$ cat config.mk
export PLATFORM = sky130hd
export DESIGN_NAME = pwm_bank
export DESIGN_NICKNAME = d
export VERILOG_FILES = /design/src/rtl/pwm_bank.sv
export SDC_FILE = /design/constraint.sdc
export NUM_CORES = 1
export LEC_CHECK = 0
export CAP_MARGIN = 10
export CORE_MARGIN = 2
export CORE_UTILIZATION = 45
export DETAILED_ROUTE_END_ITERATION = 8
export SLEW_MARGIN = 20
export SYNTH_ARGS = -nofsm -noshare
export SYNTH_HDL_FRONTEND = slang
export SYNTH_SLANG_ARGS = --single-unit
$ cat constraint.sdc
create_clock -name clk -period 2.2 [get_ports clk]
set_clock_uncertainty 0.15 [all_clocks]
set_input_delay 0.33 -clock clk [delete_from_list [all_inputs] [get_ports clk]]
set_output_delay 0.33 -clock clk [all_outputs]
set_load 0.1 [all_outputs]
$ cat src/rtl/pwm_bank.sv
// pwm_bank: NCH-channel PWM generator sharing one period counter.
//
// Each channel drives its output high while rise <= cnt < fall. Period and
// compare values are written into shadow registers and only take effect
// (active registers) at the counter wrap, or continuously while en=0, so a
// running waveform never glitches mid-period.
//
// Ports:
//   clk        - clock, all state on rising edge
//   rstn       - asynchronous active-low reset
//   en         - counter run enable
//   wr_en      - channel compare write strobe
//   wr_ch      - channel index for wr_en (indices >= NCH are ignored)
//   wr_rise    - rise compare value for the written channel
//   wr_fall    - fall compare value for the written channel
//   pr_we      - period write strobe
//   pr_val     - new period value (period is pr_val+1 cycles)
//   out        - registered PWM outputs, one bit per channel
//   period_end - one-cycle pulse after each counter wrap
module pwm_bank #(
   parameter int unsigned CW      = 32,
   parameter int unsigned NCH     = 4,
   parameter int unsigned PER_RST = 50
) (
   input  logic            clk,
   input  logic            rstn,
   input  logic            en,
   input  logic            wr_en,
   input  logic [3:0]      wr_ch,
   input  logic [CW-1:0]   wr_rise,
   input  logic [CW-1:0]   wr_fall,
   input  logic            pr_we,
   input  logic [CW-1:0]   pr_val,
   output logic [NCH-1:0]  out,
   output logic            period_end
);

   localparam logic [CW-1:0] PerRst = CW'(PER_RST);

   logic [CW-1:0]           r_cnt;
   logic [CW-1:0]           r_per_s;
   logic [CW-1:0]           r_per_a;
   logic [NCH-1:0][CW-1:0]  r_rise_s;
   logic [NCH-1:0][CW-1:0]  r_fall_s;
   logic [NCH-1:0][CW-1:0]  r_rise_a;
   logic [NCH-1:0][CW-1:0]  r_fall_a;
   logic [NCH-1:0]          r_out;
   logic                    r_pend;

   logic                    w_wrap;
   logic                    w_commit;
   logic [CW-1:0]           w_cnt_d;
   logic [NCH-1:0]          w_out_d;

   // Wrap only while running; while stopped the actives track the shadows
   // every cycle so a freshly enabled counter starts with current settings.
   assign w_wrap   = en && (r_cnt == r_per_a);
   assign w_commit = !en || w_wrap;

   always_comb begin
      w_cnt_d = r_cnt;
      if (!en || w_wrap) begin
         w_cnt_d = '0;
      end else begin
         w_cnt_d = r_cnt + CW'(1);
      end
   end

   always_comb begin
      w_out_d = '0;
      for (int i = 0; i < NCH; i++) begin
         w_out_d[i] = en && (r_cnt >= r_rise_a[i]) && (r_cnt < r_fall_a[i]);
      end
   end

   // Counter and registered outputs.
   always_ff @(posedge clk or negedge rstn) begin
      if (!rstn) begin
         r_cnt  <= '0;
         r_out  <= '0;
         r_pend <= 1'b0;
      end else begin
         r_cnt  <= w_cnt_d;
         r_out  <= w_out_d;
         r_pend <= w_wrap;
      end
   end

   // Shadow registers. A write coinciding with a wrap lands here after the
   // actives have sampled the old shadow, so it commits at the next wrap.
   always_ff @(posedge clk or negedge rstn) begin
      if (!rstn) begin
         r_per_s  <= PerRst;
         r_rise_s <= '0;
         r_fall_s <= '0;
      end else begin
         if (pr_we) begin
            r_per_s <= pr_val;
         end
         for (int i = 0; i < NCH; i++) begin
            if (wr_en && (wr_ch == 4'(i))) begin
               r_rise_s[i] <= wr_rise;
               r_fall_s[i] <= wr_fall;
            end
         end
      end
   end

   // Active registers.
   always_ff @(posedge clk or negedge rstn) begin
      if (!rstn) begin
         r_per_a  <= PerRst;
         r_rise_a <= '0;
         r_fall_a <= '0;
      end else if (w_commit) begin
         r_per_a  <= r_per_s;
         r_rise_a <= r_rise_s;
         r_fall_a <= r_fall_s;
      end
   end

   assign out        = r_out;
   assign period_end = r_pend;

endmodule
==> impl_results.md <==
* Final period utilization at 116.4%
* Final worst setup slack at -360.4 ps
* Layout area overhead at 27.78%
* Slew Viols, Final at 0
* Status: finished with violations
* Slew headroom at between 40 and 50%
* Worst R2R Start: r_per_a[4]$_DFFE_PN1N_
* CTS Buf Count at 70
* Cell total after placement at around 3.5k
* R2r worst-path depth at 8
* Port Buffers at roughly 110
* Post-synth EDFFs at 0
* Mapped Cells at between 2k and 2.5k
* CP Launch Type: flip-flop
* Die Y-Extent at 264.6 um
* Register area share after synthesis at between 50% and 60%
* DP Worst Slack at -871.6 ps
* Ys flop type: dfrtp_1
* Worst Setup SP: r_per_a[4]$_DFFE_PN1N_
* Hold Path Depth at 3
* Register bit total from synthesis at between 600 and 700
* Clock Latency Late Sink at ~610 ps
* Yosys synthesis warning count at 0
* Avg WL per Cell at 21.27 um
* Number of diodes at 0
* Via count at about 19k
* Max_cap viols at 0
* TritonCTS clock tree: built
* Cell row count at 95
* Iter 0 DRT Violations at 988
* Global-route wire length before repair at between 100 and 150 mm
* WS Path Type: reg -> reg
* DIE AREA at about 0.070 mm^2
* Layout Nets at 3080
* CTS root buf: clkbuf_16
* Fillcell total at around 5.3k
* Pleak at around 19 nW
* Post-Layout Cell Count at ~3.6k
* Max Root-Sink Buffers at 3
* Via-to-Cell Ratio at ~5.2
* Final Setup Violations at 314
* CP peak stage delay at roughly 560 ps
* CP cell instances: xnor2_1 > nand4_1 > nor4_2 > nand2_2 > nand2_8 > buf_12 > buf_16 > mux2_4
* H-tree Lvls at 3
* 1st-pass router iterations at 4
* Crit path max fanout at 19
* Grt total ovfl at 0
* Final Hold Fails at 0
* Post-route ant nets at 0
* VDD IR-drop max at approximately 600 uV
* CP required at about 2500 ps
* Maximum operating frequency at approximately 390 MHz
* Data arrival, critical path at 2880 ps
* Synth Net Count at about 2.7k
* Core Box Area at between 0.06 and 0.07 mm^2
* CTS Sinks at slightly above 600
* Post-Syn Area at between 0.03 and 0.04 mm^2
* Initial antenna violation count at 1
* Endpoint class of the critical path: flip-flop
* Synth top area cells: dfrtp_1 (50%), mux2_2 (11%), ha_1 (10%), mux2_4 (9.8%), inv_1 (3.1%)
* Gr usage total at 22.14%
* Clock slew at reported path FFs at ~60 ps
* IO Count at 110
* Min-Delay Path Class: in -> reg
* RSZ-0062 raised after global routing: yes
* Slew at the pin closest to its max-slew limit at 754.0 ps
* Top post-synthesis cells by count: dfrtp_1 (607), mux2_2 (296), ha_1 (253)
* Die width at around 260 um
* Syn avg cell area at between 10 and 15 um^2
* Final WL at about 77 mm
* Residual DRC at 0
* Top-count cell post-synth: dfrtp_1
* Yosys top cell by area: dfrtp_1
* Number of global-route vias before repair at 20.66k
* Initial core utilization at around 46%
* Crit-path slowest cell: dfstp_2
* Unique cell type count in the Yosys netlist at 50
* Share of the synthesized area in the top cell type at about 50%
* Failing checks: setup timing
* Hpwl dp at roughly 55 mm
* Fraction of layout cells with a size suffix above 1 at about two fifths
* Minimum clock period at 2560 ps
* Largest net degree at the start of global routing at around 110
* Hold path startpoint: pr_we
* Gp weighted congestion at just under 0.9
* Async SR Flop Fraction at 100.0%
* Cell Pwr Density at between 800 and 900 mW/mm^2
-- layout make-up --
cell class / instances / area (um^2) / area share, %
Sequential cell: 613 / 15370 / 39.36
Timing Repair Buffer: 423 / 4638 / 11.88
Inverter: 252 / 945.9 / 2.422
Tap cell: 873 / 1092 / 2.797
Clock inverter: 15 / 136.4 / 0.3493
Clock buffer: 104 / 2053 / 5.258
Multi-Input combinational cell: 1362 / 14810 / 37.94
-- layer usage --
metal | track usage [%] | vias to the layer above | routed length (um)
met1 | 29.64 | 9777 | 35410
li1 | - | 8880 | -
met3 | 3.837 | 138 | 2682
met4 | 7.693 | 0 | 2508
met2 | 36.41 | 325 | 36870
met5 | 0 | - | 0
-- placed cells by master (no fill, tap or decap), types with 13 or more instances in the layout --
cell type	instances
a21oi_1	69
buf_12	49
xor2_1	19
clkbuf_16	82
inv_1	251
mux2_4	274
dfrtp_2	17
ha_4	19
mux2_2	289
nand2_1	76
a21o_1	18
buf_6	29
ha_1	232
and4_1	13
nor2_1	61
xnor2_1	31
nand4_1	42
clkdlybuf4s50_1	102
clkbuf_1	20
dfrtp_1	590
o21ai_0	20
mux2_1	13
buf_8	14
buf_4	206
nand3_1	26
-- power by group --
part / internal (W) / switching (W) / leakage [nW]
Combinational: 0.00489 / 0.00322 / 10.4
Clock: 0.00667 / 0.00459 / 1.08
Sequential: 0.0139 / 0.00168 / 7.51
-- kinds of logic (layout without fill, tap and decap cells) --
family,count (synthesis),count (layout),share of synthesized area (%)
buffers and inverters,317,794,5.487
muxes,576,576,23.68
xor gates and xnor gates,62,62,1.777
and+or+nand+nor,285,285,4.586
adders and majority gates,253,253,10.36
DFF,613,613,50.22
AOI/OAI and AO/OA,186,186,3.886
-- metrics by stage --
step	utilization [%]	area (um^2)	TNS (ps)	hold WS (ps)	total power [W]
after CTS	56.65	38040	-76420	106.1	0.03469
after floorplan	-	30570	0	-115.6	0.01984
after detailed placement	51.50	34590	-148900	45.76	0.02272
after global routing	58.14	39050	-105370	122.5	0.03674
final	58.14	39050	-89630	135.1	0.03490
after global placement	51.50	34590	-151580	45.97	0.02238
-- flip-flops by register name, summed over array words and instances, names as in the netlist --
name	count
r_per_a	32
r_fall_a	128
r_cnt	32
r_fall_s	128
r_rise_a	128
r_per_s	32
period_end	1
r_rise_s	128
out	4
-- worst max-delay path, delay by kind of cell (launching register included) --
kind | cells | cell delay (ps)
simple gates | 4 | 890
flops | 1 | 560
buf+inv | 2 | 410
mux | 1 | 310
xor+xnor | 1 | 120
-- path summary, 6_finish.rpt --
path / endpoint / slack [ps]
max: r_fall_a[0]$_DFFE_PN0N_ / -360
min: r_per_s[2]$_DFFE_PN0P_ / 140
max reg2reg: r_fall_a[0]$_DFFE_PN0N_ / -360
min reg2reg: r_rise_a[48]$_DFFE_PN0N_ / 330
max in group asynchronous: r_fall_a[80]$_DFFE_PN0N_ / 540
min in group asynchronous: r_cnt[11]$_DFF_PN0_ / 200
-- timing repair --
item	4_1_cts	5_1_grt
endpoints found under the setup margin	325	322
hold buffers	2	0
gates cloned	5	10
buffers inserted	27	26
endpoints found under the hold margin	486	0
gates resized for setup	194	137
pin swaps	57	47
Power figures use the tool's default switching activity.
